## src/rtl/domain_rr_arb2_if.sv

```systemverilog
// Val/rdy stream carrying a message and the 2-bit security domain that labels it.
// The master drives val/msg/domain and the slave drives rdy.
interface domain_rr_arb2_if #(
   parameter int unsigned p_nbits = 32
);
   logic               val;
   logic               rdy;
   logic [p_nbits-1:0] msg;
   logic [1:0]         domain;

   modport master (
      output val,
      output msg,
      output domain,
      input  rdy
   );

   modport slave (
      input  val,
      input  msg,
      input  domain,
      output rdy
   );
endinterface

```

## src/rtl/domain_rr_arb2.sv

```systemverilog
// Two-input round-robin arbiter feeding a one-entry output register.
// A message and its domain tag are always loaded, held and cleared together.
module domain_rr_arb2 #(
   parameter int unsigned p_nbits = 32
) (
   input  logic             clk,
   input  logic             reset,
   domain_rr_arb2_if.slave  in0,
   domain_rr_arb2_if.slave  in1,
   domain_rr_arb2_if.master out,
   output logic             sel
);

   typedef enum logic [0:0] {
      StEmpty,
      StFull
   } out_state_e;

   out_state_e         state_q, state_d;
   logic               prio_q, prio_d;
   logic [p_nbits-1:0] msg_q, msg_d;
   logic [1:0]         domain_q, domain_d;

   logic space;
   logic grant0;
   logic grant1;

   // Grants are suppressed during reset so no transfer is accepted.
   always_comb begin
      space  = (state_q == StEmpty) | out.rdy;
      grant0 = !reset & space & in0.val & (!in1.val | !prio_q);
      grant1 = !reset & space & in1.val & (!in0.val | prio_q);
   end

   always_comb begin
      state_d  = state_q;
      prio_d   = prio_q;
      msg_d    = msg_q;
      domain_d = domain_q;
      if (grant0) begin
         state_d  = StFull;
         prio_d   = 1'b1;
         msg_d    = in0.msg;
         domain_d = in0.domain;
      end else if (grant1) begin
         state_d  = StFull;
         prio_d   = 1'b0;
         msg_d    = in1.msg;
         domain_d = in1.domain;
      end else if ((state_q == StFull) && out.rdy) begin
         // Drained with nothing behind it: scrub so no labelled data lingers.
         state_d  = StEmpty;
         msg_d    = '0;
         domain_d = '0;
      end
   end

   always_ff @(posedge clk) begin
      if (reset) begin
         state_q  <= StEmpty;
         prio_q   <= 1'b0;
         msg_q    <= '0;
         domain_q <= '0;
      end else begin
         state_q  <= state_d;
         prio_q   <= prio_d;
         msg_q    <= msg_d;
         domain_q <= domain_d;
      end
   end

   assign in0.rdy    = grant0;
   assign in1.rdy    = grant1;
   assign sel        = grant1;
   assign out.val    = (state_q == StFull);
   assign out.msg    = msg_q;
   assign out.domain = domain_q;

   a_one_grant : assert property (@(posedge clk) !(grant0 && grant1));

   a_empty_clean : assert property (@(posedge clk) disable iff (reset)
      (state_q == StEmpty) |-> (msg_q == '0 && domain_q == '0));

   a_hold_stable : assert property (@(posedge clk) disable iff (reset)
      (out.val && !out.rdy) |=> ($stable(msg_q) && $stable(domain_q) && $stable(prio_q)));

endmodule
```

## src/flat_wrapper.sv

```systemverilog
// flat-port wrapper written by rule: the top's interface ports become plain ports
module domain_rr_arb2_flat 
#(
   parameter int unsigned p_nbits = 32
)
  (clk, reset, sel, in0_val, in0_msg, in0_domain, in0_rdy, in1_val, in1_msg, in1_domain, in1_rdy, out_val, out_msg, out_domain, out_rdy);
  domain_rr_arb2_if #(.p_nbits(p_nbits)) in0_i ();
  domain_rr_arb2_if #(.p_nbits(p_nbits)) in1_i ();
  domain_rr_arb2_if #(.p_nbits(p_nbits)) out_i ();
  input  logic clk;
  input  logic reset;
  output logic sel;
  input wire logic [$bits(in0_i.val)-1:0] in0_val;
  input wire logic [$bits(in0_i.msg)-1:0] in0_msg;
  input wire logic [$bits(in0_i.domain)-1:0] in0_domain;
  output wire logic [$bits(in0_i.rdy)-1:0] in0_rdy;
  input wire logic [$bits(in1_i.val)-1:0] in1_val;
  input wire logic [$bits(in1_i.msg)-1:0] in1_msg;
  input wire logic [$bits(in1_i.domain)-1:0] in1_domain;
  output wire logic [$bits(in1_i.rdy)-1:0] in1_rdy;
  output wire logic [$bits(out_i.val)-1:0] out_val;
  output wire logic [$bits(out_i.msg)-1:0] out_msg;
  output wire logic [$bits(out_i.domain)-1:0] out_domain;
  input wire logic [$bits(out_i.rdy)-1:0] out_rdy;
  assign in0_i.val = in0_val;
  assign in0_i.msg = in0_msg;
  assign in0_i.domain = in0_domain;
  assign in0_rdy = in0_i.rdy;
  assign in1_i.val = in1_val;
  assign in1_i.msg = in1_msg;
  assign in1_i.domain = in1_domain;
  assign in1_rdy = in1_i.rdy;
  assign out_val = out_i.val;
  assign out_msg = out_i.msg;
  assign out_domain = out_i.domain;
  assign out_i.rdy = out_rdy;
  domain_rr_arb2 #(.p_nbits(p_nbits)) u_core (.clk(clk), .reset(reset), .in0(in0_i), .in1(in1_i), .out(out_i), .sel(sel));
endmodule
```

## config.mk

```make
export PLATFORM = sky130hd
export DESIGN_NAME = domain_rr_arb2_flat
export DESIGN_NICKNAME = d
export VERILOG_FILES = /design/src/rtl/domain_rr_arb2_if.sv /design/src/rtl/domain_rr_arb2.sv /design/src/flat_wrapper.sv
export SDC_FILE = /design/constraint.sdc
export NUM_CORES = 1
export LEC_CHECK = 0
export ABC_AREA = 1
export CAP_MARGIN = 15
export CORE_MARGIN = 1
export CORE_UTILIZATION = 45
export CTS_BUF_LIST = sky130_fd_sc_hd__clkbuf_4 sky130_fd_sc_hd__clkbuf_8
export CTS_CLUSTER_DIAMETER = 30
export DETAILED_ROUTE_END_ITERATION = 7
export PLACE_DENSITY = 0.89
export SYNTH_ARGS = -nofsm -noshare
export SYNTH_HDL_FRONTEND = slang
export SYNTH_SLANG_ARGS = --single-unit
```

## constraint.sdc

```tcl
create_clock -name clk -period 2.3 [get_ports clk]
set_input_delay 0.575 -clock clk [delete_from_list [all_inputs] [get_ports clk]]
set_output_delay 0.575 -clock clk [all_outputs]
set_load 0.05 [all_outputs]
```

## Word level (Yosys, flattened, before mapping)

Cells that the tools add are included.
Widths: inputs -> output; s select.

| word-level totals | value |
|---|---|
| flip-flop bits (word level) | 36 |
| input port bits | 73 |
| output and inout port bits | 38 |

| cells by class | value |
|---|---|
| mux-type cells | 11 |
| bitwise operators | 9 |
| reduce and logical (&&, ||, !) cells | 7 |

Operators with widths:

| cell | count |
|---|---|
| $mux 32 | 3 |
| $mux 2 | 3 |
| $and 1x1->1 | 5 |
| $mux 1 | 5 |
| $logic_not 1->1 | 4 |
| $or 1x1->1 | 3 |
| $reduce_bool 3->1 | 1 |
| $reduce_bool 2->1 | 1 |
| $logic_and 1x1->1 | 1 |
| $not 1->1 | 1 |

## Longest topological paths before layout

Gate-level depths: netlist of run 1.

| logic depth | value |
|---|---|
| depth in word-level cells | 7 |
| gate-level depth with buffers | 8 |
| depth with buffers taken out | 7 |

## Worst setup path before layout of run 1

Ideal clock, no wire load.

| path | value |
|---|---|
| kind | input -> output |
| from | input port in1_val |
| to | output port sel |
| arrival | 1.760 ns |
| required time | 1.725 ns |
| slack | -0.035 ns |
| cell stages on the path | 7 |
| cell sequence | inv_1 -> a21oi_4 -> nand2_1 -> buf_6 -> buf_6 -> inv_1 -> buf_4 |

| on the way | value |
|---|---|
| longest elaborated chain between the ends | 2 |

Ends and longest elaborated chain:

| item | RTL line | source |
|---|---|---|
| start: declaration | flat_wrapper.sv:17 | `input wire logic [$bits(in1_i.val)-1:0] in1_val;` |
| $and 1x1->1 (2 in series) | domain_rr_arb2.sv:32 | `grant1 = !reset & space & in1.val & (!in0.val \| prio_q);` |
| end: declaration | flat_wrapper.sv:12 | `output logic sel;` |

No other way between the ends.

## Final worst setup path of run 1

| path | value |
|---|---|
| from | input port out_rdy |
| to | output port sel |

| on the way | value |
|---|---|
| longest elaborated chain between the ends | 4 |

Ends and longest elaborated chain:

| item | RTL line | source |
|---|---|---|
| start: declaration | flat_wrapper.sv:24 | `input wire logic [$bits(out_i.rdy)-1:0] out_rdy;` |
| $or 1x1->1 | domain_rr_arb2.sv:30 | `space = (state_q == StEmpty) \| out.rdy;` |
| $and 1x1->1 (3 in series) | domain_rr_arb2.sv:32 |  |

No other way between the ends.

==> summary.txt, run 1 <==
Yosys
  – Synthesized flop and latch total: 36
  – Yosys warning count: 0
  – Count leader, synth: nand2_1
  – Share of the synthesized area in the top cell type: 32.6%
  – Syn avg cell area: 6.20 um^2
  – Area leader, netlist: dfxtp_1
  – Fraction of the mapped netlist area in simple logic gates: 49.9%
  – Post-synthesis xor/xnor area fraction: 0%
  – Library cells used by synthesis: 16
  – Asr flop ratio synth: 0%
  – Most frequent cells after synthesis: nand2_1 (73), nand3_1 (69), nor2_1 (68)
  – Mux cell area share after synthesis: 0%
  – Largest family of logic cells by synthesized area: simple AND/OR/NAND/NOR gates
  – Post-synth EDFFs: 0
  – Synth Net Count: 430
  – Synth Flop Type: dfxtp_1
  – Sequential fraction of the synthesis area: 32.6%
  – Synth top area cells: dfxtp_1 (33%), nand3_1 (16%), nand2_1 (12%)
  – Synthesized netlist cell count: 357
  – Compound-Gate Fraction of Synth Area: 2.49%
  – Synthesized-area fraction occupied by adder cells: 0%
  – Synth Cell Area: 2210 um^2

Global route
  – First-pass GRT wire length: 10800 um
  – Total Routing Usage GR: 26.1%
  – Largest net degree at the start of global routing: 39
  – Grt total ovfl: 0
  – Initial antenna violation count: 0
  – Vias in the first global route: 2501

Die
  – Die Ht: 72.1 um
  – Num rows: 25
  – Die area: 5200 um^2
  – Initial core utilization: 46.9%
  – Boundary Pins: 111
  – Core ar.: 4720 um^2
  – Die X: 72.1 um

STA
  – Fin crit period: 2260 ps
  – Fin Setup TNS: 0 ps
  – Final Hold Violating Endpoints: 0
  – Fmax: 0.443 GHz
  – Setup WS post-layout: 43.1 ps
  – Worst Skew: 4.93 ps
  – RSZ-0062 raised after global routing: false
  – Tcrit/Tclk final: 98.1%
  – Slew margin rel.: 62.1%
  – Worst Tran Pin Value: 567 ps
  – Fin. max-slew vios: 0
  – Min Hold Slack: 545 ps
  – Final setup vio count: 0

Worst setup path
  – Reg2reg start: u_core.prio_q
  – Req. time, crit path: 1730 ps
  – CP endpoint kind: output port
  – CP arrival: 1680 ps
  – Crit Path Max Fanout: 4
  – Critical Path Start Type: input pin
  – Setup crit start: out_rdy
  – CP Class: input pin to output port

Status
  – Status: finished, final reports clean

Final layout
  – Nets: 531
  – Ant diodes: 0
  – Layout Utilization: 73.9%
  – Post-route cell area: 3490 um^2
  – Area Growth Syn to Fin: 57.6%
  – # fillers: 378
  – Share of layout cells above drive strength 1: 7.63%
  – Non-Filler Instances: 526

Power
  – Clock power frac: 22.2%
  – Pleak: 1.63 nW
  – Reg power frac: 34.2%
  – Int Pwr: 1.34 mW
  – Switch share: 37.7%
  – Worst VDD drop: 352 uV
  – PD cells: 617 nW/um^2
  – P_sw: 811 uW
  – Overall power: 2.15 mW
  – Combinational power share: 43.7%

Drt
  – Routed vias: 2634
  – First-pass DRT Iterations: 4
  – DR iter-0 viols: 189
  – Vias per inst: 5.01
  – Wire per inst: 12.6 um
  – Remaining DRCs: 0
  – Post-route ant nets: 0
  – WL final: 6630 um

Hold path
  – Min-delay src: u_core.prio_q
  – Worst hold-check path type: flop to flop

CTS
  – CTS Buffer Depth: 2
  – CTS clk-pin slew, worst paths: 70 ps
  – Clock Root Buffer: clkbuf_8
  – Inserted Clock Buffers: 5
  – Clock sinks: 36
  – H-tree depth: 2
  – CTS tree: done
  – Post-CTS setup buffers: 0
  – Clock latency on the worst-skew pair: 280 ps
  – Post-cts hold buffer count: 0

Placement
  – Cells after DPL: 518
  – RD Place Congestion: 0.782
  – Placed cell areas: 3380 um^2
  – Port buffer count: 110
  – Post-DP HPWL: 4650 um
  – Dpl ws: -39.3 ps

Flow run
  – Max-cap violations: 0
-- cells in the final DEF, fill, tap and decap left out --
cell             instances
clkbuf_4                 2
a21oi_4                  3
inv_1                   36
a31oi_1                  1
nor2_4                   1
clkinvlp_4               1
clkbuf_8                 6
nand4_1                 34
buf_12                   5
nand2_4                  1
buf_4                   12
clkdlybuf4s50_1        107
dfxtp_1                 36
nand2_1                 72
nand2_2                  1
inv_2                    3
nand3_1                 69
nor2_1                  68
clkinv_1                 1
-- cell type report --
cell class                 instances  area (um^2)  area share, %
sequential                        36          721           20.7
tap                               67         83.8           2.40
timing repair buffer             124         1260           36.2
multi-input combinational        250         1170           33.5
clock buffer                       8         97.6           2.80
inverter                          41          158           4.52
-- critical path, stage by stage --
cell             delay, ps
clkdlybuf4s50_1        490
inv_2                   60
a21oi_4                190
nand2_4                100
clkinvlp_4             120
buf_12                 140
-- power groups by stage --
stage | Sequential, mW | Combinational, mW | Clock (mW)
floorplan | 0.987 | 0.344 | 0
global placement | 0.747 | 0.917 | 0
detailed placement | 0.749 | 0.935 | 0
CTS | 0.735 | 0.941 | 0.487
global route | 0.743 | 1.01 | 0.516
finish | 0.735 | 0.940 | 0.477
-- layer usage --
layer  up-vias  share of wire [%]  global-route usage (%)
met5         -                  0                       0
met4         0                2.2                    10.2
met3        14                5.1                    5.14
met2        92                 51                    48.3
met1      1180                 42                    29.3
li1       1348                  -                       -
-- flip-flops by register name, indices dropped and copies added, names as in the netlist --
signal and cells:
u_core.out.val 1, u_core.out.domain 2, u_core.out.msg 32, u_core.prio_q 1
-- cells by family after synthesis --
| kind of cell | count (synthesis) |
|---|---|
| flops | 36 |
| compound gates | 4 |
| simple gates | 246 |
| buf+inv | 71 |
-- repair_timing --
action                     in CTS  in global routing
resized for setup               1                  1
setup endpoints to repair       2                  2
hold endpoints to repair        0                  0
-- worst paths after layout --
kind / end / slack [ps] / depth (start not counted)
setup / recovery: sel / 40 / 6
hold / removal: u_core.prio_q / 540 / 2
setup reg to reg: u_core.out.msg[10] / 810 / 7
hold reg to reg: u_core.prio_q / 540 / 2
No activity file was read; power rests on OpenSTA's default activity.
==> inputs of run 2 (changes only) <==
--- a/config.mk
+++ b/config.mk
@@ -12,6 +12,7 @@
 export CTS_BUF_LIST = sky130_fd_sc_hd__clkbuf_4 sky130_fd_sc_hd__clkbuf_8
 export CTS_CLUSTER_DIAMETER = 30
 export DETAILED_ROUTE_END_ITERATION = 7
+export MAX_ROUTING_LAYER = met4
 export PLACE_DENSITY = 0.89
 export SYNTH_ARGS = -nofsm -noshare
 export SYNTH_HDL_FRONTEND = slang
==> run 2 against run 1 <==
Effect of this change:
- clock-buffer cell count unchanged
- via count about the same
- final area unchanged
- first-iteration DRC count increased by 1.1%
- final cell count unchanged
- sequential cell count unchanged
- clock skew about the same
- register-to-register slack about the same
- power about the same
- largest cell class unchanged
- highest routed layer unchanged
==> summary.txt, run 2 (synthesis results as in run 1) <==
STA
  – Tcrit/Tclk final: 98.1% (about the same)
  – Fmax: 0.443 GHz (about the same)
  – Slew margin rel.: 62.0% (was 62.1%)
  – Worst Tran Pin Value: 568 ps (was 567 ps)
  – RSZ-0062 raised after global routing: false (unchanged)
  – Fin crit period: 2260 ps (about the same)
  – Setup WS post-layout: 44.3 ps (was 43.1 ps)
  – Worst Skew: 5.17 ps (was 4.93 ps)
  – Fin. max-slew vios: 0 (unchanged)
  – Final Hold Violating Endpoints: 0 (unchanged)
  – Final setup vio count: 0 (unchanged)

CTS
  – CTS clk-pin slew, worst paths: 70 ps (about the same)
  – Post-cts hold buffer count: 0 (unchanged)
  – Clock Root Buffer: clkbuf_8 (unchanged)
  – CTS tree: done (unchanged)
  – Clock sinks: 36 (unchanged)
  – Post-CTS setup buffers: 0 (unchanged)
  – CTS Buffer Depth: 2 (unchanged)
  – H-tree depth: 2 (unchanged)
  – Clock latency on the worst-skew pair: 280 ps (about the same)
  – Inserted Clock Buffers: 5 (unchanged)

Global route
  – First-pass GRT wire length: 10800 um (unchanged)
  – Initial antenna violation count: 0 (unchanged)
  – Largest net degree at the start of global routing: 39 (unchanged)
  – Grt total ovfl: 0 (unchanged)
  – Total Routing Usage GR: 26.9% (was 26.1%)
  – Vias in the first global route: 2501 (unchanged)

Drt
  – Vias per inst: 5.01 (about the same)
  – Wire per inst: 12.5 um (was 12.6 um)
  – Remaining DRCs: 0 (unchanged)
  – DR iter-0 viols: 191 (was 189)
  – WL final: 6590 um (was 6630 um)
  – First-pass DRT Iterations: 4 (unchanged)
  – Post-route ant nets: 0 (unchanged)
  – Routed vias: 2635 (was 2634)

Worst setup path
  – R2R setup slack: 820 ps (was 810 ps)
  – Slowest-stage cell, CP: clkdlybuf4s50_1 (unchanged)
  – Slowest stage delay, CP: 490 ps (about the same)
  – Worst r2r path cells: 7 (unchanged)
  – CP arrival: 1680 ps (about the same)
  – Req. time, crit path: 1730 ps (about the same)
  – R2r endpoint: u_core.out.msg[10] (unchanged)
  – Critical Path Start Type: input pin (unchanged)
  – Crit Path Max Fanout: 4 (unchanged)
  – CP cell instances: clkdlybuf4s50_1 > inv_2 > a21oi_4 > nand2_4 > clkinvlp_4 > buf_12 (unchanged)
  – Reg2reg start: u_core.prio_q (unchanged)
  – CP Class: input pin to output port (unchanged)
  – CP endpoint kind: output port (unchanged)

Final layout
  – Share of layout cells above drive strength 1: 7.63% (unchanged)
  – Layout Utilization: 73.9% (unchanged)
  – Commonest non-fill, non-tap cell in the layout: clkdlybuf4s50_1 (unchanged)
  – Most frequent cells in the layout: clkdlybuf4s50_1 (107), nand2_1 (72), nand3_1 (69) (unchanged)
  – Post-route cell area: 3490 um^2 (unchanged)
  – Ant diodes: 0 (unchanged)
  – Nets: 531 (unchanged)
  – Max reg flops: 32 (unchanged)
  – Area Growth Syn to Fin: 57.6% (unchanged)

Die
  – Die X: 72.1 um (unchanged)
  – Num rows: 25 (unchanged)
  – Die Ht: 72.1 um (unchanged)
  – Boundary Pins: 111 (unchanged)
  – Die area: 5200 um^2 (unchanged)
  – Core ar.: 4720 um^2 (unchanged)
  – Initial core utilization: 46.9% (unchanged)

Power
  – Pleak: 1.63 nW (unchanged)
  – Worst VDD drop: 352 uV (about the same)
  – Overall power: 2.15 mW (about the same)
  – PD cells: 617 nW/um^2 (about the same)

Hold path
  – Min-delay src: u_core.prio_q (unchanged)
  – Worst hold-check path type: flop to flop (unchanged)
  – Worst hold endpoint: u_core.prio_q (unchanged)
  – Hold path depth: 2 (unchanged)

Placement
  – Placed cell areas: 3380 um^2 (unchanged)
  – Dpl ws: -39.3 ps (unchanged)
  – Port buffer count: 110 (unchanged)
  – Post-DP HPWL: 4650 um (unchanged)
  – RD Place Congestion: 0.793 (was 0.782)

Status
  – Status: finished, final reports clean (unchanged)

Flow run
  – Max-cap violations: 0 (unchanged)
## run 2: cell counts in the layout (fill, tap and decap cells not counted)
No cell type changed its count.
## run 2: worst max-delay path: cells and delay by family
kind	cells	cell delay, ps
AND/OR/NAND/NOR	1	100
AO/OA/AOI/OAI	1	190
buffers and inverters	4	810
## run 2: worst max path at each step
stage / start / endpoint / slack [ps]
after floorplan: u_core.out.val / sel / 2
after global placement: out_rdy / sel / -9
after detailed placement: out_rdy / sel / -40
after CTS: out_rdy / sel / 20
after global routing: out_rdy / sel / 20
final: out_rdy / sel / 40
## run 2: layout make-up
cell class | count | area [um^2]
repair buffers | 124 | 1260
fillers | 378 | 1230
multi-input cells | 250 | 1170
flip-flops and latches | 36 | 721
inverters | 41 | 158
clock buffers | 8 | 97.6
well taps | 67 | 83.8
## run 2: per-stage QoR
| step | setup TNS [ps] | hold slack (ps) | instances |
|---|---|---|---|
| after floorplan | 0 | 501 | 357 |
| after global placement | -17.1 | 522 | 518 |
| after detailed placement | -78.3 | 539 | 518 |
| after CTS | 0 | 549 | 526 |
| after global routing | 0 | 574 | 526 |
| final | 0 | 546 | 526 |
## run 2: where the power goes
group          total (mW)  switching, mW  internal [mW]  leakage (nW)
clock               0.478          0.210          0.268        0.0523
sequential          0.735         0.0394          0.696         0.297
combinational       0.939          0.560          0.378          1.28
## run 2: per-layer routing
| metal | global-route usage, % | share of wire [%] | vias up |
|---|---|---|---|
| met5 | - | 0 | - |
| li1 | - | - | 1348 |
| met4 | 10.2 | 2.6 | 0 |
| met2 | 48.3 | 50 | 99 |
| met3 | 4.86 | 5.1 | 18 |
| met1 | 29.4 | 42 | 1170 |
## run 2: what timing repair did
item	in CTS	in global routing
setup endpoints to repair	2	2
resized for setup	1	1
pin swaps	0	0
hold endpoints to repair	0	0
==> inputs of run 3 (changes only) <==
--- a/config.mk
+++ b/config.mk
@@ -8,12 +8,11 @@
 export ABC_AREA = 1
 export CAP_MARGIN = 15
 export CORE_MARGIN = 1
-export CORE_UTILIZATION = 45
+export CORE_UTILIZATION = 30
 export CTS_BUF_LIST = sky130_fd_sc_hd__clkbuf_4 sky130_fd_sc_hd__clkbuf_8
 export CTS_CLUSTER_DIAMETER = 30
 export DETAILED_ROUTE_END_ITERATION = 7
 export MAX_ROUTING_LAYER = met4
-export PLACE_DENSITY = 0.89
 export SYNTH_ARGS = -nofsm -noshare
 export SYNTH_HDL_FRONTEND = slang
 export SYNTH_SLANG_ARGS = --single-unit
==> run 3 against run 2 <==
Effect of this change:
- critical path depth fell by 1
- register-to-register slack improved by 20 ps
- fmax rose by 2.0%
- first-iteration DRC count fell by 34%
- largest power group unchanged
==> summary.txt, run 3 (synthesis results as in run 1) <==
Status
  – Status: finished, final reports clean (unchanged)

STA
  – Worst Tran Pin Value: 551 ps (was 568 ps)
  – Worst Skew: 8.98 ps (was 5.17 ps)
  – Tcrit/Tclk final: 96.1% (was 98.1%)
  – Fin. max-slew vios: 0 (unchanged)
  – Fin crit period: 2210 ps (was 2260 ps)
  – Final Hold Violating Endpoints: 0 (unchanged)
  – Min Hold Slack: 543 ps (was 546 ps)
  – Slew margin rel.: 63.2% (was 62.0%)
  – Final setup vio count: 0 (unchanged)
  – RSZ-0062 raised after global routing: false (unchanged)
  – Fmax: 0.452 GHz (was 0.443 GHz)

Drt
  – First-pass DRT Iterations: 4 (unchanged)
  – Post-route ant nets: 0 (unchanged)
  – Wire per inst: 13.0 um (was 12.5 um)
  – DR iter-0 viols: 127 (was 191)
  – Remaining DRCs: 0 (unchanged)
  – Vias per inst: 4.71 (was 5.01)
  – WL final: 7220 um (was 6590 um)
  – Routed vias: 2614 (was 2635)

CTS
  – Inserted Clock Buffers: 5 (unchanged)
  – Clock Root Buffer: clkbuf_8 (unchanged)
  – CTS clk-pin slew, worst paths: 70 ps (about the same)
  – H-tree depth: 2 (unchanged)
  – CTS Buffer Depth: 2 (unchanged)
  – Post-cts hold buffer count: 0 (unchanged)
  – CTS tree: done (unchanged)
  – Clock sinks: 36 (unchanged)
  – Clock latency on the worst-skew pair: 290 ps (was 280 ps)

Global route
  – Largest net degree at the start of global routing: 37 (was 39)
  – Vias in the first global route: 2382 (was 2501)
  – Total Routing Usage GR: 19.8% (was 26.9%)
  – First-pass GRT wire length: 11400 um (was 10800 um)
  – Initial antenna violation count: 0 (unchanged)
  – Grt total ovfl: 0 (unchanged)

Worst setup path
  – CP cell instances: clkdlybuf4s50_1 > a21oi_4 > nand2_4 > clkinvlp_4 > buf_12 (was clkdlybuf4s50_1 > inv_2 > a21oi_4 > nand2_4 > clkinvlp_4 > buf_12)
  – Req. time, crit path: 1730 ps (about the same)
  – Slowest-stage cell, CP: clkdlybuf4s50_1 (unchanged)
  – CP arrival: 1640 ps (was 1680 ps)
  – Critical Path Start Type: input pin (unchanged)
  – Slowest stage delay, CP: 480 ps (was 490 ps)
  – CP delay by family, top: buffers and inverters (unchanged)
  – CP endpoint kind: output port (unchanged)
  – Crit Path Max Fanout: 4 (unchanged)
  – CP bufs+invs: 3 (was 4)
  – CP Class: input pin to output port (unchanged)

Die
  – Die area: 7730 um^2 (was 5200 um^2)
  – Die Ht: 87.9 um (was 72.1 um)
  – Initial core utilization: 31.9% (was 46.9%)
  – Core ar.: 6940 um^2 (was 4720 um^2)
  – Num rows: 30 (was 25)
  – Die X: 87.9 um (was 72.1 um)
  – Boundary Pins: 111 (unchanged)

Final layout
  – Ant diodes: 0 (unchanged)
  – Area Growth Syn to Fin: 59.4% (was 57.6%)
  – Commonest non-fill, non-tap cell in the layout: clkdlybuf4s50_1 (unchanged)
  – Post-route cell area: 3530 um^2 (was 3490 um^2)
  – Register area: 721 um^2 (unchanged)
  – Multi-input gate area: 1170 um^2 (unchanged)
  – Most frequent cells in the layout: clkdlybuf4s50_1 (106), nand2_1 (72), nand3_1 (69) (was clkdlybuf4s50_1 (107), nand2_1 (72), nand3_1 (69))
  – Max reg flops: 32 (unchanged)
  – Nets: 531 (unchanged)
  – # fillers: 733 (was 378)
  – Share of layout cells above drive strength 1: 7.63% (unchanged)

Hold path
  – Worst hold-check path type: flop to flop (unchanged)

Power
  – Worst VDD drop: 232 uV (was 352 uV)
  – Pleak: 1.64 nW (was 1.63 nW)
  – PD cells: 615 nW/um^2 (was 617 nW/um^2)

Flow run
  – Max-cap violations: 0 (unchanged)

Placement
  – RD Place Congestion: 0.754 (was 0.793)
  – Port buffer count: 110 (unchanged)
  – Post-DP HPWL: 4750 um (was 4650 um)
  – Placed cell areas: 3400 um^2 (was 3380 um^2)
==> run 3: final cells by class <==
type | count | area share (%)
sequential | 36 | 20.4
tap | 96 | 3.41
multi-input combinational | 250 | 33.1
inverter | 41 | 4.47
timing repair buffer | 124 | 35.8
clock buffer | 8 | 2.77
==> run 3: per-stage QoR <==
| stage | cells | utilization [%] | worst slack, ps | total power [mW] | TNS, ps |
|---|---|---|---|---|---|
| floorplan | 357 | - | 2.36 | 1.33 | 0 |
| global placement | 545 | 49.0 | 10.0 | 1.68 | 0 |
| detailed placement | 545 | 49.0 | -28.4 | 1.69 | -56.3 |
| CTS | 553 | 50.5 | 35.3 | 2.19 | 0 |
| global route | 555 | 50.8 | 28.5 | 2.29 | 0 |
| finish | 555 | 50.8 | 89.3 | 2.17 | 0 |
==> run 3: repair_timing <==
item,in CTS,in global routing
gates resized for setup,1,2
endpoints found under the setup margin,2,2
buffers inserted,0,2
pin swaps,0,2
==> run 3: power breakdown <==
part	total [mW]	internal [mW]	switching [mW]	leakage, nW
Clock	0.495	0.268	0.227	0.0523
Combinational	0.939	0.378	0.561	1.29
Sequential	0.736	0.695	0.0407	0.297
==> run 3: worst reg2reg max path: cells and delay by family, from the launching register on <==
kind	cells	cell delay, ps
flops	1	360
buf+inv	2	440
simple gates	4	360
compound gates	1	220
==> run 3: worst paths after layout <==
check,from,to,slack [ps],depth (start not counted)
max,reset,sel,90,5
min,u_core.prio_q,u_core.prio_q,540,2
max reg2reg,u_core.out.val,u_core.out.msg[23],840,7
min reg2reg,u_core.prio_q,u_core.prio_q,540,2
==> run 3: metal layers <==
metal  global-route usage, %  vias to the layer above  part of all wire (%)
li1                        -                     1346                     -
met1                    23.3                     1178                    46
met2                    34.2                       82                    48
met3                    2.83                        8                   4.6
met4                    7.00                        0                   1.3
met5                       -                        -                     0
